--- config.mk ---
export PLATFORM = sky130hd
export DESIGN_NAME = char_pixel_serializer
export DESIGN_NICKNAME = d
export VERILOG_FILES = /design/src/rtl/char_pixel_serializer.sv
export SDC_FILE = /design/constraint.sdc
export NUM_CORES = 1
export LEC_CHECK = 0
export ABC_AREA = 1
export ABC_CLOCK_PERIOD_IN_PS = 1400
export BUFFER_PORTS_ARGS = -buffer_cell sky130_fd_sc_hd__buf_2
export CAP_MARGIN = 0
export CORE_MARGIN = 2
export CORE_UTILIZATION = 42
export DETAILED_ROUTE_END_ITERATION = 12
export GPL_TIMING_DRIVEN = 0
export PLACE_DENSITY = 0.69
export SYNTH_ARGS = -nofsm -noshare
export SYNTH_HDL_FRONTEND = slang
export SYNTH_SLANG_ARGS = --single-unit
--- constraint.sdc ---
create_clock -name clk -period 1.4 [get_ports clk]
set_clock_uncertainty 0.15 [all_clocks]
set_input_delay 0.28 -clock clk [delete_from_list [all_inputs] [get_ports clk]]
set_output_delay 0.28 -clock clk [all_outputs]
set_load 0.05 [all_outputs]
--- src/rtl/char_pixel_serializer.sv ---
// Character glyph serializer: fetches 16 row bitmaps from an external
// character ROM and emits 128 pixels row-major, MSB-first, over valid/ready.
module char_pixel_serializer #(
  parameter bit INVERT = 1'b0
) (
  input  logic       clk,
  input  logic       reset_n,
  input  logic       start,
  input  logic [1:0] char_sel,
  output logic [5:0] rom_addr,
  input  logic [7:0] rom_data,
  output logic       busy,
  output logic       pix_valid,
  input  logic       pix_ready,
  output logic       pix_data,
  output logic       pix_eol,
  output logic       pix_eof,
  output logic       done,
  output logic [1:0] state_dbg
);

  // Pixel handshake: a pixel moves when pix_valid & pix_ready at a rising
  // edge; while pix_valid is high and pix_ready is low, pix_data/pix_eol/
  // pix_eof are held unchanged, and pix_valid never drops before transfer.

  typedef enum logic [1:0] {
    S_IDLE  = 2'd0,
    S_LOAD  = 2'd1,
    S_SHIFT = 2'd2,
    S_DONE  = 2'd3
  } state_t;

  state_t      state;
  state_t      state_nx;
  logic [1:0]  char_q;
  logic [3:0]  row;
  logic [2:0]  col;
  logic [7:0]  shreg;
  logic        last_col;
  logic        last_row;

  assign last_col = (col == 3'd7);
  assign last_row = (row == 4'd15);

  always_ff @(posedge clk) begin
    if (!reset_n) begin
      state  <= S_IDLE;
      char_q <= 2'd0;
      row    <= 4'd0;
      col    <= 3'd0;
      shreg  <= 8'd0;
    end else begin
      state <= state_nx;
      case (state)
        S_IDLE: begin
          if (start) begin
            char_q <= char_sel;
            row    <= 4'd0;
          end
        end
        S_LOAD: begin
          shreg <= rom_data;
          col   <= 3'd0;
        end
        S_SHIFT: begin
          if (pix_ready) begin
            if (last_col) begin
              // Row stays at 15 after the final pixel so there is no second pass.
              if (!last_row) row <= row + 4'd1;
            end else begin
              shreg <= {shreg[6:0], 1'b0};
              col   <= col + 3'd1;
            end
          end
        end
        default: ;
      endcase
    end
  end

  always_comb begin
    state_nx = state;
    case (state)
      S_IDLE:  if (start) state_nx = S_LOAD;
      S_LOAD:  state_nx = S_SHIFT;
      S_SHIFT: begin
        if (pix_ready && last_col) state_nx = last_row ? S_DONE : S_LOAD;
      end
      S_DONE:  state_nx = S_IDLE;
      default: state_nx = S_IDLE;
    endcase
  end

  // Everything below decodes registered state only.
  assign rom_addr  = {char_q, row};
  assign busy      = (state != S_IDLE);
  assign pix_valid = (state == S_SHIFT);
  assign pix_data  = pix_valid & (shreg[7] ^ INVERT);
  assign pix_eol   = pix_valid & last_col;
  assign pix_eof   = pix_valid & last_col & last_row;
  assign done      = (state == S_DONE);
  assign state_dbg = state;

endmodule

==> flow_summary.ini, run 1 <==
[status]
outcome = finished with violations
violations = negative setup slack

[floorplan]
dieArea_um2 = 2770
die_x_um = 52.6
start_util = 0.445
core-area_um2 = 2230
die_h_um = 52.6
io_pins = 28
rows = 17

[clocking]
clkSinkCount = 19
h-tree-depth = 1
path_clk_slew_ps = 110
cts_tree = built
clockBufferDepth = 2
clk_latency_ps = 300
numCtsBuffers = 3
cts_root_buffer = clkbuf_4

[setup_path]
cp-start-kind = flip-flop
timing.critical_path.max_delay_family = flip-flops
crit_arrival_ps = 1280
required_ps = 970
cpMaxStageDelayCell = dfxtp_4
crit_path_max_incr_delay_ps = 410
crit_chain = inv_4, nor2_4, nand2_4, nor2_4, buf_8
cp-end-kind = output port
path_class = flip-flop to output port
cp_max_fo = 4
path_buf_inv = 2
crit_top_cell = nor2_4

[placement]
gp_congestion = 0.843
place_hpwl_um = 1660
port_buffers = 27
pre_cts_ws_ps = -164

[power_and_ir_drop]
power.share.sequential = 0.390
p_clk_frac = 0.178
power.share.switching = 0.393
combPwrFrac = 0.432
vdd.ir_drop.worst_v = 0.000676
p_sw_mw = 0.646
total_power_mw = 1.65
p_int_mw = 1.00
p_leak_nw = 0.845
p_per_area_nw_per_um2 = 905

[logic_synthesis]
netlist_area_um2 = 993
avgSynthCellArea_um2 = 6.45
ys_seq_elements = 19
yosysWarnings = 0
seq_area_frac_synth = 0.383
synth_nets = 172
synth_top_area_cell = dfxtp_1
synth.area.top_cells = dfxtp_1 (38%), nand2_1 (16%), nor2_1 (14%)
yosys.area.top_type_share = 0.383
syn_inst = 154
synth.distinct_cells = 18

[final_layout]
fin_nets = 225
layout_commonest_cell = nand2_1
area_growth_pct = 83.0
layout-drive-gt1-share = 0.519
fin_util = 0.814
n_antenna_cell = 0
mostFrequentLayoutCells = nand2_1 (35), nor2_1 (23), buf_2 (16)

[global_route]
antenna_found_initial = 0
grtUsageTotal = 0.231
grt_remaining_overflow = 0
grt_start_max_net_pins = 11
grt_pass1_vias = 1089
grt_pass1_wl_um = 4640

[timing]
holdWs_ps = 58.8
rsz0062_at_grt = yes
worst_pin_slew_ps = 495
setup_viol = 24
worst_slew_margin_rel = 0.670
fin_crit_sh = 1.22
hold_viol_final = 0
post-route-min-period_ps = 1710
slew_viol_final = 0
timing.fmax_mhz = 586
setup_slack_ps = -306

[route]
first_iter_violations = 33
vias_per_cell = 4.96
wl_um = 3310
detail_route.first_pass.iterations = 4
drc_errors = 0
ant_nets = 0
vias = 1161
wl_per_cell_um = 14.1

[min_path]
hp-class = input port to flip-flop

[job]
cap_violations = 0
[synthesized netlist by cell type]
library cell	instances
a21oi_1	5
a21oi_2	1
buf_4	1
buf_6	1
clkbuf_1	1
dfxtp_1	19
ha_1	4
inv_1	15
inv_2	2
nand2_1	43
nand2_2	1
nand2_4	1
nand3_1	6
nand4_1	3
nor2_1	38
nor2_4	1
nor4_1	1
o21ai_0	11
[through the flow]
step                TNS, ps  instances  instance area [um2]
finish                -3730        234                 1820
global route          -4980        234                 1820
CTS                   -3240        229                 1560
detailed placement    -1680        209                 1250
global placement      -1370        209                 1250
floorplan              -179        154                 1080
[power by group through the flow]
stage / sequential [mW] / combinational, mW / clock [mW]
detailed placement: 0.652 / 0.418 / 0
global placement: 0.650 / 0.412 / 0
floorplan: 0.727 / 0.244 / 0
CTS: 0.638 / 0.560 / 0.290
finish: 0.642 / 0.711 / 0.293
global route: 0.648 / 0.763 / 0.319
[cell families after synthesis]
| logic type | after synthesis | synth area share |
|---|---|---|
| compound gates | 17 | 0.0894 |
| flops | 19 | 0.383 |
| simple gates | 94 | 0.390 |
| buf+inv | 20 | 0.0869 |
| fa+ha+maj | 4 | 0.0504 |
[final timing paths]
kind / startpoint / end / cells past startpoint / slack [ps]
setup / recovery: state_dbg[1]$_SDFFE_PN0P_ / pix_eof / 5 / -310
setup reg to reg: col[0]$_SDFFE_PN0P_ / shreg[0]$_SDFFE_PN0P_ / 9 / -210
hold reg to reg: char_q[0]$_SDFFE_PN0P_ / char_q[0]$_SDFFE_PN0P_ / 2 / 350
hold / removal: rom_data[0] / shreg[0]$_SDFFE_PN0P_ / 3 / 60
[cell type report]
cell class | count | area (um2)
Multi-Input combinational cell | 116 | 801
Timing Repair Buffer | 48 | 453
Fill cell | 148 | 415
Sequential cell | 19 | 407
Inverter | 17 | 81.3
Tap cell | 28 | 35.0
Clock buffer | 4 | 26.3
Buffer | 2 | 15.0
[registers in the layout, indices dropped and copies added (netlist names)]
signal and flops:
char_q 2, row 4, col 3, state_dbg 2, shreg 8
[metal layers]
metal,wire [um],track usage
met2,1820,0.400
met5,0,0
met4,32,0.0940
met1,1340,0.280
met3,118,0.0400
[worst register-to-register path: stages (launching register included)]
cell and delay (ps):
dfxtp_2 350, ha_4 170, buf_6 110, ha_4 170
nor2_4 130, nand2_4 110, nand2_8 120, inv_8 60
a21oi_2 100, nor2_1 50
[what timing repair did]
item                                    in CTS  in global routing
resized for setup                           53                 53
gates cloned                                 1                  0
hold buffers                                 0                  0
endpoints found under the setup margin      21                 26
pin swaps                                   12                 24
buffers inserted                            15                  8
Note: power is estimated with default switching activity, not from simulation.
==> inputs of run 2 (changes only) <==
Settings changed: REMOVE_ABC_BUFFERS set to 1.
==> run 2 against run 1 <==
Net effect: the flow still finishes with violations (negative setup slack); setup slack worse by 67 ps; critical path depth rose by 1; sequential share of layout area grew 0.84 points; first-iteration DRC count decreased by 6.1%; global-route usage is 2.2 points lower; die area is the same; final area is 6.0% lower; critical endpoint unchanged; largest cell class unchanged; largest power group unchanged.
==> flow_summary.ini, run 2 (synthesis results as in run 1) <==
[clocking]
clkSinkCount = 19
hold_buffers = 0
path_clk_slew_ps = 130
h-tree-depth = 1
cts_root_buffer = clkbuf_4
numCtsBuffers = 3
clk_latency_ps = 310
clockBufferDepth = 2
cts_tree = built

[route]
ant_nets = 0
detail_route.first_pass.iterations = 4
drc_errors = 0
wl_per_cell_um = 14.6
vias_per_cell = 5.26
wl_um = 3380
vias = 1215
first_iter_violations = 31

[status]
outcome = finished with violations
violations = negative setup slack

[floorplan]
die_h_um = 52.6
die_x_um = 52.6
dieArea_um2 = 2770
io_pins = 28
rows = 17
start_util = 0.445
core-area_um2 = 2230

[min_path]
hp-class = input port to flip-flop

[timing]
worst_pin_slew_ps = 361
setup_viol = 25
fin_crit_sh = 1.27
rsz0062_at_grt = yes
hold_viol_final = 0
setup_slack_ps = -372
holdWs_ps = 48.2
timing.fmax_mhz = 564
post-route-min-period_ps = 1770
worst_slew_margin_rel = 0.760
slew_viol_final = 0

[placement]
dp_cells = 206
port_buffers = 27
gp_congestion = 0.717
place_hpwl_um = 1690

[global_route]
grtUsageTotal = 0.209
grt_pass1_vias = 1055
antenna_found_initial = 0
grt_pass1_wl_um = 4220
grt_remaining_overflow = 0
grt_start_max_net_pins = 17

[power_and_ir_drop]
vdd.ir_drop.worst_v = 0.000990
p_leak_nw = 0.798
p_per_area_nw_per_um2 = 947

[setup_path]
timing.critical_path.max_delay_family = flip-flops
cp-start-kind = flip-flop
path_buf_inv = 2
crit_path_max_incr_delay_ps = 400
cpMaxStageDelayCell = dfxtp_4
crit_chain = ha_4, inv_2, nor2_2, nand2_2, nor2_2, buf_6
path_class = flip-flop to output port
cp-end-kind = output port
required_ps = 970
cp_max_fo = 4
crit_top_cell = nor2_2
crit_arrival_ps = 1340

[final_layout]
n_antenna_cell = 0
largest_reg_flops = 8
reg_top3 = shreg: 8 flops, row: 4 flops, col: 3 flops
nFillCells = 148
fin_nets = 222
area_growth_pct = 72.0
instances_no_fill = 231
mostFrequentLayoutCells = nand2_1 (34), nor2_1 (28), buf_2 (16)
layout-drive-gt1-share = 0.522
top_register = shreg
layout_commonest_cell = nand2_1

[job]
cap_violations = 0
==> run 2: cell count changes in the layout (fill, tap and decap cells not counted), moves of 4 or more <==
cell and delta:
nor2_1 +5, buf_8 -6, o21ai_2 +7, nor2_4 -4, buf_4 +5, o21ai_1 -4
==> run 2: what timing repair did <==
action,in CTS,in global routing
endpoints found under the hold margin,0,0
buffers inserted,11,11
pin swaps,8,20
cloned,0,0
endpoints found under the setup margin,28,26
resized for setup,60,61
==> run 2: through the flow <==
step	TNS (ps)	utilization	total power [mW]	cell area [um2]	setup WS, ps
after detailed placement	-4460	0.511	1.04	1140	-511
final	-3710	0.765	1.62	1710	-372
after floorplan	-13980	-	0.937	971	-1270
after global placement	-3670	0.511	1.03	1140	-475
after CTS	-1930	0.646	1.45	1440	-348
after global routing	-5260	0.765	1.71	1710	-444
==> run 2: cell type report <==
class	count	area, um2	area share
Tap cell	28	35.0	0.0205
Clock buffer	4	26.3	0.0154
Sequential cell	19	397	0.232
Multi-Input combinational cell	115	754	0.441
Inverter	17	81.3	0.0476
Timing Repair Buffer	48	415	0.243
==> run 2: worst paths after layout <==
path | start | end | slack [ps] | cells after the start
setup / recovery | row[1]$_SDFFE_PN0P_ | pix_eof | -370 | 6
hold reg to reg | char_q[1]$_SDFFE_PN0P_ | char_q[1]$_SDFFE_PN0P_ | 360 | 2
setup reg to reg | col[1]$_SDFFE_PN0P_ | shreg[6]$_SDFFE_PN0P_ | -210 | 9
hold / removal | rom_data[0] | shreg[0]$_SDFFE_PN0P_ | 50 | 3
==> run 2: where the power goes <==
group | switching, mW | internal (mW)
clock network | 0.194 | 0.111
logic | 0.401 | 0.266
registers | 0.0487 | 0.599
==> run 2: worst register-to-register path, cell delays in order (launching register included) <==
cell and delay (ps):
dfxtp_2 360, ha_4 170, buf_6 120, ha_4 170, nor2_4 120, nand2_4 90
nand2_8 110, buf_12 130, o21ai_2 50, nor2_1 110
==> run 2: layer usage <==
layer,track usage,vias to the layer above,routed length [um]
met1,0.213,582,1300
met2,0.402,46,1850
met3,0.0657,6,182
met5,0,-,0
met4,0.0556,0,42
li1,-,581,-
==> inputs of run 3 (changes only) <==
Settings changed: ABC_AREA 1 to not set.
==> run 3 against run 2 <==
Net effect: the run still ends with negative setup slack left; non-clock buffer count is 6 lower; via count is 17% lower; critical path depth is 1 lower; global-route usage is 1.2 points higher; core utilization is 7.1 points lower; synthesized cell count is 27% lower; register-to-register slack worse by 70 ps; setup slack better by 20 ps; die area is 0.23% lower.
==> flow_summary.ini, run 3 <==
[status]
outcome = finished with violations
violations = negative setup slack

[logic_synthesis]
yosysWarnings = 0
syn_inst = 113
synth_top_area_cell = dfxtp_1
synth_enable_flop_cells = 0
yosysMostFrequentCell = nand2_1
synthArstFlopShare = 0
ys_seq_elements = 19
seq_area_frac_synth = 0.384
avgSynthCellArea_um2 = 8.77
synth.distinct_cells = 35
ys_top_cells_by_count = nand2_1 (21), dfxtp_1 (19), nand3_1 (8), nor3_1 (8)
ys.flop_type = dfxtp_1
netlist_area_um2 = 991
yosys.area.top_type_share = 0.384
synth.area.top_cells = dfxtp_1 (38%), nand2_1 (8.0%), a311oi_1 (5.3%)

[clocking]
numCtsBuffers = 3
cts_root_buffer = clkbuf_4
h-tree-depth = 1
cts_tree = built
clockBufferDepth = 2
hold_buffers = 0
clkSinkCount = 19
clk_latency_ps = 310
path_clk_slew_ps = 110

[placement]
port_buffers = 27
place_hpwl_um = 1520
dp_cells = 161
gp_congestion = 0.741

[timing]
setup_slack_ps = -352
slew_viol_final = 0
worst_slew_margin_rel = 0.644
worst_pin_slew_ps = 530
holdWs_ps = 57.1
rsz0062_at_grt = yes
setup_viol = 26
post-route-min-period_ps = 1750
timing.fmax_mhz = 571
fin_crit_sh = 1.25
hold_viol_final = 0

[setup_path]
path_class = flip-flop to output port
r2r_start = col[0]$_SDFFE_PN0P_
r2r_setup_slack_ps = -280
cp_max_fo = 2
cp-start-kind = flip-flop
r2r_end = col[0]$_SDFFE_PN0P_
crit_arrival_ps = 1320
rr_worst_depth = 6
required_ps = 970
cp-end-kind = output port

[route]
wl_per_cell_um = 15.8
first_iter_violations = 18
drc_errors = 0
vias_per_cell = 5.62
detail_route.first_pass.iterations = 4
wl_um = 2850
vias = 1012
ant_nets = 0

[final_layout]
instances_no_fill = 180
fin_util = 0.695
reg_top3 = shreg: 8 flops, row: 4 flops, col: 3 flops
top_register = shreg
layout_commonest_cell = nand2_1
mostFrequentLayoutCells = nand2_1 (19), buf_2 (16), dfxtp_1 (11)
area_growth_pct = 55.1
largest_reg_flops = 8
layout-drive-gt1-share = 0.513
fin_nets = 171
n_antenna_cell = 0

[min_path]
hold_start = char_sel[0]
hp-class = input port to flip-flop
holdPathStages = 3
holdPathEnd = char_q[0]$_SDFFE_PN0P_

[global_route]
grt_pass1_vias = 973
grt_remaining_overflow = 0
grt_pass1_wl_um = 4440
grt_start_max_net_pins = 18
grtUsageTotal = 0.221
antenna_found_initial = 0

[floorplan]
dieArea_um2 = 2760
die_h_um = 52.6
core-area_um2 = 2210
die_x_um = 52.6
start_util = 0.448
rows = 17
io_pins = 28

[power_and_ir_drop]
p_leak_nw = 0.622
vdd.ir_drop.worst_v = 0.000612
p_per_area_nw_per_um2 = 799

[job]
cap_violations = 0
==> run 3: logic make-up (layout without fill, tap and decap cells) <==
group,count (synthesis),in the layout,synth area share
buffers and inverters,12,51,0.0669
DFF,19,19,0.384
muxes,3,3,0.0303
AOI/OAI and AO/OA,21,21,0.176
and+or+nand+nor,54,54,0.293
adders and majority gates,4,4,0.0505
==> run 3: cell type report <==
type	count	area [um2]
clock buffer	4	26.3
fill	168	676
inverter	5	26.3
multi-input combinational	82	673
sequential	19	400
tap	28	35.0
timing repair buffer	42	375
==> run 3: how the worst max path moves through the flow <==
stage | slack [ps] | startpoint | depth (start not counted) | endpoint
3_3_place_gp | -590 | state_dbg[1]$_SDFFE_PN0P_ | 5 | pix_eof
2_1_floorplan | -1270 | state_dbg[1]$_SDFFE_PN0P_ | 4 | pix_eof
3_5_place_dp | -640 | state_dbg[1]$_SDFFE_PN0P_ | 5 | pix_eof
5_1_grt | -370 | col[0]$_SDFFE_PN0P_ | 5 | pix_eof
6_report | -350 | col[0]$_SDFFE_PN0P_ | 5 | pix_eof
4_1_cts | -310 | col[1]$_SDFFE_PN0P_ | 5 | pix_eof
==> run 3: metrics by stage <==
step	power (mW)	setup slack, ps	instance area, um2	setup TNS, ps
detailed placement	0.833	-636	1110	-7360
global placement	0.830	-586	1110	-6680
CTS	1.19	-313	1450	-4010
floorplan	0.771	-1270	943	-11720
global route	1.28	-374	1540	-6040
finish	1.23	-352	1540	-4850
==> run 3: repair_timing <==
item	in CTS	in global routing
endpoints found under the setup margin	29	30
buffers inserted	11	3
gates cloned	1	0
resized for setup	66	12
pin swaps	17	6
==> run 3: power by group <==
| group | total (mW) | switching (mW) | internal (mW) |
|---|---|---|---|
| sequential | 0.590 | 0.0228 | 0.568 |
| combinational | 0.339 | 0.182 | 0.157 |
| clock | 0.298 | 0.186 | 0.112 |
==> run 3: worst max-delay path, stage by stage (launching register included) <==
cell     delay [ps]
dfxtp_2         370
ha_4            160
ha_4            150
nand2_4          60
nor2_4          120
buf_8           150
==> run 3: routing by layer <==
layer,vias up,part of all wire,track usage
li1,484,-,-
met5,-,0,0
met3,10,0.023,0.0314
met4,0,0.033,0.128
met1,502,0.42,0.259
met2,16,0.52,0.379
